File: src/rtl/hier_node_pkg.sv
// Shared types and default sizing for the hierarchical fan-in node.
package hier_node_pkg;

  typedef enum logic [0:0] {
    ARB_RR    = 1'b0,
    ARB_FIXED = 1'b1
  } arb_mode_e;

  localparam int DEF_NUM_CH     = 10;
  localparam int DEF_DATA_W     = 8;
  localparam int DEF_FIFO_DEPTH = 2;

endpackage

File: src/rtl/hier_node_fifo.sv
// Per-channel circular buffer; push is ignored when full, pop when empty.
module hier_node_fifo
  import hier_node_pkg::*;
#(
  parameter int DATA_W = DEF_DATA_W,
  parameter int DEPTH  = DEF_FIFO_DEPTH
) (
  input  logic              clk,
  input  logic              rst,
  input  logic              push,
  input  logic [DATA_W-1:0] push_data,
  input  logic              pop,
  output logic [DATA_W-1:0] pop_data,
  output logic              full,
  output logic              empty
);

  localparam int PTR_W = (DEPTH > 1) ? $clog2(DEPTH) : 1;
  localparam int CNT_W = $clog2(DEPTH + 1);

  logic [DATA_W-1:0] mem [DEPTH];
  logic [PTR_W-1:0]  wr_ptr;
  logic [PTR_W-1:0]  rd_ptr;
  logic [CNT_W-1:0]  count;
  logic              do_push;
  logic              do_pop;

  assign full     = (count == CNT_W'(DEPTH));
  assign empty    = (count == '0);
  assign do_push  = push && !full;
  assign do_pop   = pop && !empty;
  assign pop_data = mem[rd_ptr];

  // Storage needs no reset: the pointers alone define what is valid.
  always_ff @(posedge clk) begin
    if (do_push) begin
      mem[wr_ptr] <= push_data;
    end
  end

  always_ff @(posedge clk) begin
    if (rst) begin
      wr_ptr <= '0;
      rd_ptr <= '0;
      count  <= '0;
    end else begin
      if (do_push) begin
        wr_ptr <= (wr_ptr == PTR_W'(DEPTH - 1)) ? '0 : wr_ptr + PTR_W'(1);
      end
      if (do_pop) begin
        rd_ptr <= (rd_ptr == PTR_W'(DEPTH - 1)) ? '0 : rd_ptr + PTR_W'(1);
      end
      case ({do_push, do_pop})
        2'b10:   count <= count + CNT_W'(1);
        2'b01:   count <= count - CNT_W'(1);
        default: count <= count;
      endcase
    end
  end

endmodule

File: src/rtl/hier_fanin_node.sv
// Merges NUM_CH buffered child channels into one registered upstream stream
// using round-robin or fixed-priority arbitration.
module hier_fanin_node
  import hier_node_pkg::*;
#(
  parameter int        NUM_CH     = DEF_NUM_CH,
  parameter int        DATA_W     = DEF_DATA_W,
  parameter int        FIFO_DEPTH = DEF_FIFO_DEPTH,
  parameter arb_mode_e ARB_MODE   = ARB_RR,
  localparam int       ID_W       = $clog2(NUM_CH)
) (
  input  logic                     clk,
  input  logic                     rst,
  input  logic [NUM_CH-1:0]        in_valid,
  output logic [NUM_CH-1:0]        in_ready,
  input  logic [NUM_CH*DATA_W-1:0] in_data,
  output logic                     out_valid,
  input  logic                     out_ready,
  output logic [DATA_W-1:0]        out_data,
  output logic [ID_W-1:0]          out_id,
  output logic [15:0]              xfer_cnt
);

  logic [NUM_CH-1:0] fifo_full;
  logic [NUM_CH-1:0] fifo_empty;
  logic [NUM_CH-1:0] fifo_pop;
  logic [DATA_W-1:0] fifo_q [NUM_CH];
  logic [ID_W-1:0]   rr_ptr;
  logic [ID_W-1:0]   grant_id;
  logic              grant_found;
  logic              load;
  int                idx;

  assign in_ready = rst ? '0 : ~fifo_full;

  for (genvar g = 0; g < NUM_CH; g++) begin : g_fifo
    hier_node_fifo #(
      .DATA_W (DATA_W),
      .DEPTH  (FIFO_DEPTH)
    ) u_fifo (
      .clk       (clk),
      .rst       (rst),
      .push      (in_valid[g] && in_ready[g]),
      .push_data (in_data[g*DATA_W +: DATA_W]),
      .pop       (fifo_pop[g]),
      .pop_data  (fifo_q[g]),
      .full      (fifo_full[g]),
      .empty     (fifo_empty[g])
    );
  end

  // Round-robin scans from the channel after the last grant, wrapping once.
  always_comb begin
    grant_id    = '0;
    grant_found = 1'b0;
    idx         = 0;
    if (ARB_MODE == ARB_FIXED) begin
      for (int i = 0; i < NUM_CH; i++) begin
        if (!grant_found && !fifo_empty[i]) begin
          grant_id    = ID_W'(i);
          grant_found = 1'b1;
        end
      end
    end else begin
      for (int k = 1; k <= NUM_CH; k++) begin
        idx = int'(rr_ptr) + k;
        if (idx >= NUM_CH) begin
          idx = idx - NUM_CH;
        end
        if (!grant_found && !fifo_empty[ID_W'(idx)]) begin
          grant_id    = ID_W'(idx);
          grant_found = 1'b1;
        end
      end
    end
  end

  assign load = (!out_valid || out_ready) && grant_found;

  always_comb begin
    fifo_pop = '0;
    if (load) begin
      fifo_pop[grant_id] = 1'b1;
    end
  end

  // Output register holds while stalled; the RR pointer moves only on a load.
  always_ff @(posedge clk) begin
    if (rst) begin
      out_valid <= 1'b0;
      out_data  <= '0;
      out_id    <= '0;
      xfer_cnt  <= '0;
      rr_ptr    <= ID_W'(NUM_CH - 1);
    end else begin
      if (out_valid && out_ready) begin
        xfer_cnt <= xfer_cnt + 16'd1;
      end
      if (load) begin
        out_valid <= 1'b1;
        out_data  <= fifo_q[grant_id];
        out_id    <= grant_id;
        rr_ptr    <= grant_id;
      end else if (out_ready) begin
        out_valid <= 1'b0;
      end
    end
  end

endmodule

File: config.mk
export PLATFORM = sky130hd
export DESIGN_NAME = hier_fanin_node
export DESIGN_NICKNAME = d
export VERILOG_FILES = /design/src/rtl/hier_node_pkg.sv /design/src/rtl/hier_node_fifo.sv /design/src/rtl/hier_fanin_node.sv
export SDC_FILE = /design/constraint.sdc
export NUM_CORES = 1
export LEC_CHECK = 0
export CORE_MARGIN = 4
export CORE_UTILIZATION = 45
export CTS_BUF_LIST = sky130_fd_sc_hd__clkbuf_8
export DETAILED_ROUTE_END_ITERATION = 8
export GPL_TIMING_DRIVEN = 0
export PLACE_DENSITY = 0.76
export SETUP_SLACK_MARGIN = 0.2
export SLEW_MARGIN = 20
export SYNTH_ARGS = -nofsm -noshare
export SYNTH_HDL_FRONTEND = slang
export SYNTH_SLANG_ARGS = --single-unit
File: constraint.sdc
create_clock -name clk -period 17.8 [get_ports clk]
set_input_delay 2.67 -clock clk [delete_from_list [all_inputs] [get_ports clk]]
set_output_delay 2.67 -clock clk [all_outputs]
set_load 0.02 [all_outputs]
==> tab_implementation.tex, run 1 <==
\begin{tabular}{lr}
\hline
Metric & Value \\
\hline
\multicolumn{2}{l}{\textbf{Die}} \\
\quad Row count & 61 \\
\quad Area of the die & 31710 sq um \\
\quad Number of primary I/O pins & 132 \\
\quad Core Footprint & 28160 sq um \\
\quad Die height & 178.1 um \\
\quad Starting density of the core & 0.4622 \\
\quad X dimension of the die & 178.1 um \\
\multicolumn{2}{l}{\textbf{Synthesis}} \\
\quad Synthesized area & 13020 sq um \\
\quad Net Count, Synth & 1345 \\
\quad Yosys warning total & 0 \\
\quad FFs w/ async S/R, synth & 0 \\
\quad Compound-gate portion of the synthesized area & 0.1723 \\
\quad Largest family of logic cells by synthesized area & compound AO/OA/AOI/OAI gates \\
\quad Gate count after technology mapping & 1219 \\
\quad Share of synthesized cell area in and, or, nand and nor gates & 0.1625 \\
\quad Number of flip-flops and latches in the synthesized netlist & 241 \\
\quad EDFF count, synth & 160 \\
\quad Yosys cell types & 102 \\
\quad Sequential-to-total area share from yosys stat & 0.4937 \\
\quad Most frequently used flop master after synthesis & sky130\_fd\_sc\_hd\_\_edfxtp\_1 \\
\quad Mean instance size in the synthesized netlist & 10.68 sq um \\
\quad Share of synthesized cell area in full adder, half adder and majority cells & 0.03230 \\
\quad Xor/xnor share of the synthesized area & 0.04489 \\
\quad Post-synthesis mux area share & 0.05912 \\
\multicolumn{2}{l}{\textbf{Clocking}} \\
\quad Clock Sink Count & 241 \\
\quad Inserted Clock Buffers & 37 \\
\quad Latest clock arrival within the worst-skew pair & 0.52 ns \\
\quad CTS H-Tree Depth & 2 \\
\quad Buffers inserted by post-CTS timing repair & 0 \\
\quad CTS clk-pin slew, worst paths & 0.06 ns \\
\quad Buffer depth of the longest clock path & 3 \\
\quad Clock tree from TritonCTS & yes \\
\quad Count of hold-fix buffers inserted at cts & 0 \\
\quad Clock root buffer & sky130\_fd\_sc\_hd\_\_clkbuf\_8 \\
\quad Number of gates given a new drive strength after cts & 0 \\
\multicolumn{2}{l}{\textbf{Timing}} \\
\quad Maximum clock frequency & 0.1348 GHz \\
\quad Setup TNS Final & 0 ns \\
\quad Count of pins over their slew limit & 0 \\
\quad Remaining max-slew budget at the tightest pin & 0.3216 \\
\quad RSZ-0062 raised after global routing & no \\
\quad Post-route fraction of the period consumed by the critical path & 0.4167 \\
\quad Number of setup violations in the final report & 0 \\
\quad Largest clock skew in the final design & 0.01420 ns \\
\quad Hold violation total from the final report & 0 \\
\quad Post-layout min period & 7.418 ns \\
\quad Measured slew at the worst slew-check pin & 1.008 ns \\
\multicolumn{2}{l}{\textbf{Run status}} \\
\quad Outcome & finished, final reports clean \\
\multicolumn{2}{l}{\textbf{Finish}} \\
\quad Post-route cell area & 15490 sq um \\
\quad Antenna fix cells & 0 \\
\quad Area used by multi-input combinational logic & 6131 sq um \\
\quad Net count reported at finish & 1514 \\
\quad Final cell count without fillers & 1794 \\
\quad Util after Layout & 0.5499 \\
\quad Area taken by flip-flops and latches & 6426 sq um \\
\quad Number of filler cells placed in the layout & 2370 \\
\quad Layout-stage area growth over the synthesis result & 18.98\% \\
\quad Share of post-route cells with drive strength above 1 & 0.1038 \\
\multicolumn{2}{l}{\textbf{Worst setup path}} \\
\quad Required time of the critical path & 18.24 ns \\
\quad Arrival @ worst endpoint & 7.85 ns \\
\quad Worst Path Class, Setup & flip-flop to flip-flop \\
\quad Maximum fanout along the worst path & 10 \\
\quad Critical Path Sink Type & flip-flop \\
\quad Critical path startpoint category & flip-flop \\
\multicolumn{2}{l}{\textbf{Global route}} \\
\quad All-layer global routing usage & 0.2207 \\
\quad Wire length of the first global-routing pass & 55120 um \\
\quad Initial antenna violation count & 1 \\
\quad Congestion Overflow GR & 0 \\
\quad Via count of the first global-routing pass & 10141 \\
\quad Pin count of the biggest net entering global routing & 16 \\
\multicolumn{2}{l}{\textbf{Routing}} \\
\quad Routed wire length & 35860 um \\
\quad Initial drt markers & 1027 \\
\quad Routed length per instance & 19.99 um \\
\quad Overall via count from detail\_route & 10351 \\
\quad Number of detailed-route iterations in the first pass & 6 \\
\quad Ratio of routed vias to standard cells & 5.770 \\
\quad Final ANT Viol Nets & 0 \\
\quad Residual DRC & 0 \\
\multicolumn{2}{l}{\textbf{Placement}} \\
\quad Port Buffers & 130 \\
\quad DPL Wire Length & 27300 um \\
\quad Final weighted congestion of routability-driven global placement & 0.9566 \\
\quad Inst Count DP & 1727 \\
\quad Cell area reported after detailed placement & 14790 sq um \\
\multicolumn{2}{l}{\textbf{Run}} \\
\quad Reported max-cap violation count & 0 \\
\multicolumn{2}{l}{\textbf{Worst hold path}} \\
\quad Type of the tightest min-delay check & flip-flop to flip-flop \\
\hline
\end{tabular}
## per-layer routing
metal | global-route usage | share of wire | vias to the layer above
met5 | 0 | 0.00036 | -
met4 | 0.06316 | 0.026 | 2
met3 | 0.03752 | 0.079 | 70
met2 | 0.3545 | 0.46 | 417
met1 | 0.3087 | 0.44 | 4985
li1 | - | - | 4877
## kinds of logic after synthesis
logic type,Yosys count
AO/OA/AOI/OAI,319
adder cells (fa/ha/maj),33
AND/OR/NAND/NOR,384
multiplexers,74
buffers and inverters,103
flip-flops,241
XOR/XNOR,65
## state kept, by name, summed over array words and instances, names as in the netlist, named ones only
register / flops
g_fifo.u_fifo.count: 20
g_fifo.u_fifo.mem: 160
g_fifo.u_fifo.rd_ptr: 10
g_fifo.u_fifo.wr_ptr: 10
out_data: 8
out_id: 4
out_valid: 1
rr_ptr: 2
xfer_cnt: 16
## cell type report
type                            count  share of cell area
Sequential cell                   241              0.4150
Buffer                             69             0.02141
Inverter                           34            0.008241
Clock inverter                     24            0.006706
Multi-Input combinational cell    875              0.3959
Clock buffer                       43             0.03822
Tap cell                          378             0.03054
Timing Repair Buffer              130             0.08403
## final timing paths
kind,startpoint,to,slack (ns),depth (start not counted)
setup / recovery,rr_ptr[0],g_fifo[4].u_fifo.count[1],10.38,25
hold / removal,g_fifo[4].u_fifo.rd_ptr,g_fifo[4].u_fifo.rd_ptr,0.49,2
setup reg to reg,rr_ptr[0],g_fifo[4].u_fifo.count[1],10.38,25
hold reg to reg,g_fifo[4].u_fifo.rd_ptr,g_fifo[4].u_fifo.rd_ptr,0.49,2
## cells in the final DEF (no fill, tap or decap), drive strengths merged, types with 7 or more instances in the layout
cell type / count
edfxtp: 160
clkdlybuf4s50: 130
nor2: 119
a21oi: 107
dfxtp: 81
clkbuf: 72
mux2i: 60
nand2: 52
nor2b: 47
inv: 43
buf: 40
a211oi: 39
o21ai: 36
nor3: 35
xor2: 34
ha: 32
xnor2: 31
or3: 16
nand3: 15
nor3b: 15
and3: 14
mux2: 13
a31oi: 13
or2: 13
clkinv: 13
a22oi: 12
a21o: 11
nand2b: 10
o31ai: 10
o21bai: 9
and2: 8
a2bb2oi: 8
a211o: 7
nor4: 7
## worst max-delay path, stage by stage (launching register included)
cell and delay [ns]:
sky130_fd_sc_hd__dfxtp_1 0.57, sky130_fd_sc_hd__buf_6 0.23, sky130_fd_sc_hd__buf_4 0.23, sky130_fd_sc_hd__buf_2 0.29
sky130_fd_sc_hd__inv_1 0.25, sky130_fd_sc_hd__ha_1 0.41, sky130_fd_sc_hd__buf_2 0.26, sky130_fd_sc_hd__clkinv_1 0.35
sky130_fd_sc_hd__ha_1 0.32, sky130_fd_sc_hd__buf_1 0.18, sky130_fd_sc_hd__a21oi_1 0.27, sky130_fd_sc_hd__nor3_1 0.10
sky130_fd_sc_hd__o21ai_0 0.40, sky130_fd_sc_hd__mux2i_1 0.14, sky130_fd_sc_hd__o221ai_1 0.53, sky130_fd_sc_hd__inv_1 0.16
sky130_fd_sc_hd__or4_1 0.53, sky130_fd_sc_hd__o21ai_0 0.11, sky130_fd_sc_hd__a22o_4 0.21, sky130_fd_sc_hd__nor3b_2 0.25
sky130_fd_sc_hd__nand2_1 0.20, sky130_fd_sc_hd__buf_2 0.25, sky130_fd_sc_hd__nor3_1 0.26, sky130_fd_sc_hd__ha_1 0.32
sky130_fd_sc_hd__or3_1 0.37, sky130_fd_sc_hd__a21oi_1 0.14
## through the flow
step / worst slack, ns / hold slack (ns)
after global routing: 10.00 / 0.5252
after floorplan: 11.67 / 0.4628
after CTS: 10.53 / 0.4955
after global placement: 10.55 / 0.4714
final: 10.38 / 0.4935
after detailed placement: 10.56 / 0.4863
## synth_stat cells (16+ instances only)
master,n,share of area
sky130_fd_sc_hd__dfxtp_1,81,0.12
sky130_fd_sc_hd__xnor2_1,29,0.020
sky130_fd_sc_hd__nor2_1,117,0.034
sky130_fd_sc_hd__ha_1,32,0.031
sky130_fd_sc_hd__a21oi_1,99,0.038
sky130_fd_sc_hd__xor2_1,34,0.023
sky130_fd_sc_hd__inv_1,30,0.0087
sky130_fd_sc_hd__nor2b_1,47,0.023
sky130_fd_sc_hd__nand2_1,50,0.014
sky130_fd_sc_hd__mux2i_1,60,0.046
sky130_fd_sc_hd__o21ai_0,32,0.012
sky130_fd_sc_hd__clkbuf_1,29,0.0084
sky130_fd_sc_hd__or3_1,16,0.0077
sky130_fd_sc_hd__edfxtp_1,160,0.37
sky130_fd_sc_hd__buf_1,17,0.0049
sky130_fd_sc_hd__nor3_1,31,0.012
sky130_fd_sc_hd__a211oi_1,39,0.022
Power of run 1 is not shown: default switching activity piles up to over one toggle a cycle in this logic, so the estimate is an artifact.
==> run 2, diff against run 1 <==
--- a/config.mk
+++ b/config.mk
@@ -10,7 +10,7 @@
 export CTS_BUF_LIST = sky130_fd_sc_hd__clkbuf_8
 export DETAILED_ROUTE_END_ITERATION = 8
 export GPL_TIMING_DRIVEN = 0
-export PLACE_DENSITY = 0.76
+export PLACE_DENSITY = 0.78
 export SETUP_SLACK_MARGIN = 0.2
 export SLEW_MARGIN = 20
 export SYNTH_ARGS = -nofsm -noshare
==> constraint.sdc (replaced) <==
create_clock -name clk -period 6.8 [get_ports clk]
set_input_delay 1.02 -clock clk [delete_from_list [all_inputs] [get_ports clk]]
set_output_delay 1.02 -clock clk [all_outputs]
set_load 0.02 [all_outputs]
==> run 2 against run 1 <==
  * Global-route usage about the same
  * Non-clock buffer count up 4
  * Flip-flop and latch count unchanged
  * Core utilization up 0.48 points
  * Routed wire length up 0.39%
  * Fmax up 16%
  * Die area unchanged
  * Critical path type unchanged
==> tab_implementation.tex, run 2 (synthesis gave the netlist of run 1 again) <==
\begin{tabular}{lr}
\hline
Metric & Value \\
\hline
\multicolumn{2}{l}{\textbf{Run status}} \\
\quad Outcome & finished, final reports clean \\
\multicolumn{2}{l}{\textbf{Timing}} \\
\quad Count of pins over their slew limit & 0 (unchanged) \\
\quad RSZ-0062 raised after global routing & no \\
\quad Post-layout min period & 6.369 ns (-1.048 ns) \\
\quad Number of setup violations in the final report & 0 (unchanged) \\
\quad Largest clock skew in the final design & 0.03577 ns (+0.02158 ns) \\
\quad Hold violation total from the final report & 0 (unchanged) \\
\quad Post-route setup slack & 0.4307 ns (-9.952 ns) \\
\quad Worst hold slack & 0.4942 ns (+0.0006910 ns) \\
\quad Remaining max-slew budget at the tightest pin & 0.1857 (-0.1359) \\
\quad Measured slew at the worst slew-check pin & 1.210 ns (+0.2020 ns) \\
\quad Post-route fraction of the period consumed by the critical path & 0.9367 (+0.5199) \\
\quad Maximum clock frequency & 0.1570 GHz (+16\%) \\
\multicolumn{2}{l}{\textbf{Finish}} \\
\quad Layout-stage area growth over the synthesis result & 20.00\% \\
\quad Top library cells by usage in the layout, fill and taps aside & sky130\_fd\_sc\_hd\_\_edfxtp\_1, sky130\_fd\_sc\_hd\_\_clkdlybuf4s50\_1, sky130\_fd\_sc\_hd\_\_nor2\_1 \\
\quad Share of post-route cells with drive strength above 1 & 0.1147 (+0.01089) \\
\quad Leading cell type in the layout, fill and taps excluded & sky130\_fd\_sc\_hd\_\_edfxtp\_1 \\
\quad Max reg flops & 160 (unchanged) \\
\quad Util after Layout & 0.5546 (+0.004754) \\
\quad Antenna fix cells & 0 (unchanged) \\
\quad Register containing the most flip-flops in the final layout & g\_fifo.u\_fifo.mem \\
\quad Top Registers & g\_fifo.u\_fifo.mem x160, g\_fifo.u\_fifo.count x20, xfer\_cnt x16 \\
\quad Post-route cell area & 15620 sq um (+0.86\%) \\
\quad Net count reported at finish & 1519 (+0.33\%) \\
\multicolumn{2}{l}{\textbf{Worst setup path}} \\
\quad Number of cells traversed by the worst register-to-register path & 26 (+4.0\%) \\
\quad Critical Path Sink Type & flip-flop \\
\quad Max incr delay on CP & 0.61 ns (+0.04 ns) \\
\quad Critical path startpoint category & flip-flop \\
\quad Endpoint of the most critical register-to-register path & g\_fifo[6].u\_fifo.count[1] \\
\quad Stages on worst setup path & 26 (+4.0\%) \\
\quad Required time of the critical path & 7.24 ns (-11.00 ns) \\
\quad Maximum fanout along the worst path & 10 (unchanged) \\
\quad Worst reg-to-reg setup slack & 0.43 ns (-9.95 ns) \\
\quad Cell type with the highest occurrence count on the critical path & sky130\_fd\_sc\_hd\_\_buf\_6 \\
\quad Arrival @ worst endpoint & 6.80 ns (-1.05 ns) \\
\quad Count of buffering cells on the critical path with inverters included & 10 (+1) \\
\quad Slowest CP cell & sky130\_fd\_sc\_hd\_\_or4\_1 \\
\quad Worst Path Class, Setup & flip-flop to flip-flop \\
\quad Worst R2R Start & rr\_ptr[0] \\
\quad Delay-heaviest family, CP & buffers and inverters \\
\multicolumn{2}{l}{\textbf{Global route}} \\
\quad Wire length of the first global-routing pass & 54950 um (-0.31\%) \\
\quad All-layer global routing usage & 0.2202 (-0.0004380) \\
\quad Congestion Overflow GR & 0 (unchanged) \\
\quad Pin count of the biggest net entering global routing & 16 (unchanged) \\
\quad Via count of the first global-routing pass & 10358 (+2.1\%) \\
\quad Initial antenna violation count & 1 (unchanged) \\
\multicolumn{2}{l}{\textbf{Clocking}} \\
\quad CTS H-Tree Depth & 2 (unchanged) \\
\quad Clock tree from TritonCTS & yes \\
\quad Count of hold-fix buffers inserted at cts & 0 (unchanged) \\
\quad Clock Sink Count & 241 (unchanged) \\
\quad Clock root buffer & sky130\_fd\_sc\_hd\_\_clkbuf\_8 \\
\quad Inserted Clock Buffers & 38 (+2.7\%) \\
\quad CTS clk-pin slew, worst paths & 0.06 ns (about the same) \\
\quad Latest clock arrival within the worst-skew pair & 0.54 ns (+0.02 ns) \\
\quad Buffer depth of the longest clock path & 3 (unchanged) \\
\multicolumn{2}{l}{\textbf{Run}} \\
\quad Reported max-cap violation count & 0 (unchanged) \\
\multicolumn{2}{l}{\textbf{Die}} \\
\quad X dimension of the die & 178.1 um (unchanged) \\
\quad Number of primary I/O pins & 132 (unchanged) \\
\quad Area of the die & 31710 sq um (unchanged) \\
\quad Die height & 178.1 um (unchanged) \\
\quad Core Footprint & 28160 sq um (unchanged) \\
\quad Starting density of the core & 0.4622 (unchanged) \\
\quad Row count & 61 (unchanged) \\
\multicolumn{2}{l}{\textbf{Placement}} \\
\quad Port Buffers & 130 (unchanged) \\
\quad Final weighted congestion of routability-driven global placement & 0.9597 (+0.32\%) \\
\quad Cell area reported after detailed placement & 14790 sq um (unchanged) \\
\quad Pre-CTS setup slack & -0.3019 ns (-10.87 ns) \\
\quad DPL Wire Length & 27060 um (-0.90\%) \\
\multicolumn{2}{l}{\textbf{Worst hold path}} \\
\quad Worst Min Path Start & g\_fifo[4].u\_fifo.rd\_ptr \\
\quad Hold Path Depth & 2 (unchanged) \\
\quad Type of the tightest min-delay check & flip-flop to flip-flop \\
\quad WHS Endpoint & g\_fifo[4].u\_fifo.rd\_ptr \\
\multicolumn{2}{l}{\textbf{Routing}} \\
\quad Routed wire length & 36000 um (+0.39\%) \\
\quad Ratio of routed vias to standard cells & 5.798 (+0.48\%) \\
\quad Routed length per instance & 20.01 um (+0.11\%) \\
\quad Initial drt markers & 996 (-3.0\%) \\
\quad Number of detailed-route iterations in the first pass & 5 (-1) \\
\quad Final ANT Viol Nets & 0 (unchanged) \\
\quad Overall via count from detail\_route & 10430 (+0.76\%) \\
\quad Residual DRC & 0 (unchanged) \\
\hline
\end{tabular}
[run 2: cell types whose count changed in the layout (fill, tap and decap cells not counted), sizes merged]
cell / previous run / this run
inv: 43 / 50
bufinv: 0 / 1
buf: 40 / 42
clkinv: 13 / 11
clkbuf: 72 / 70
clkinvlp: 2 / 1
[run 2: how the worst max path moves through the flow]
stage	from	slack (ns)	endpoint
final	rr_ptr[0]	0.43	g_fifo[6].u_fifo.count[1]
after global placement	rr_ptr[0]	-0.32	g_fifo[4].u_fifo.count[1]
after detailed placement	rr_ptr[0]	-0.30	g_fifo[4].u_fifo.count[1]
after floorplan	rr_ptr[0]	0.89	g_fifo[7].u_fifo.count[1]
after CTS	rr_ptr[0]	0.22	g_fifo[6].u_fifo.count[1]
after global routing	rr_ptr[0]	0.13	g_fifo[6].u_fifo.count[1]
[run 2: tightest hold or removal path: stages (launching register included)]
cell,delay [ns]
sky130_fd_sc_hd__dfxtp_1,0.31
sky130_fd_sc_hd__o31ai_1,0.07
sky130_fd_sc_hd__a21oi_1,0.07
[run 2: metal layers]
metal	routed length, um	GRT usage
met1	15450	0.2968
met5	13	0
met2	16470	0.3549
met3	2993	0.04769
met4	1075	0.07187
[run 2: timing repair]
item / CTS / global route
pin swaps: 1 / 4
setup endpoints to repair: 25 / 24
resized for setup: 8 / 19
buffers inserted: 2 / 2
[run 2: cell type report]
cell class	instances	area, sq um
tap	378	473.0
timing repair buffer	134	1331
clock buffer	39	536.8
clock inverter	29	155.1
multi-input combinational	875	6211
sequential	241	6432
buffer	69	347.8
fill	2366	12540
inverter	34	132.6
[run 2: per-stage QoR]
step                cells  TNS, ns
finish               1799        0
global route         1799        0
CTS                  1797        0
detailed placement   1727   -1.814
global placement     1727   -2.026
floorplan            1219        0
Power of run 2 is left out for the same reason.
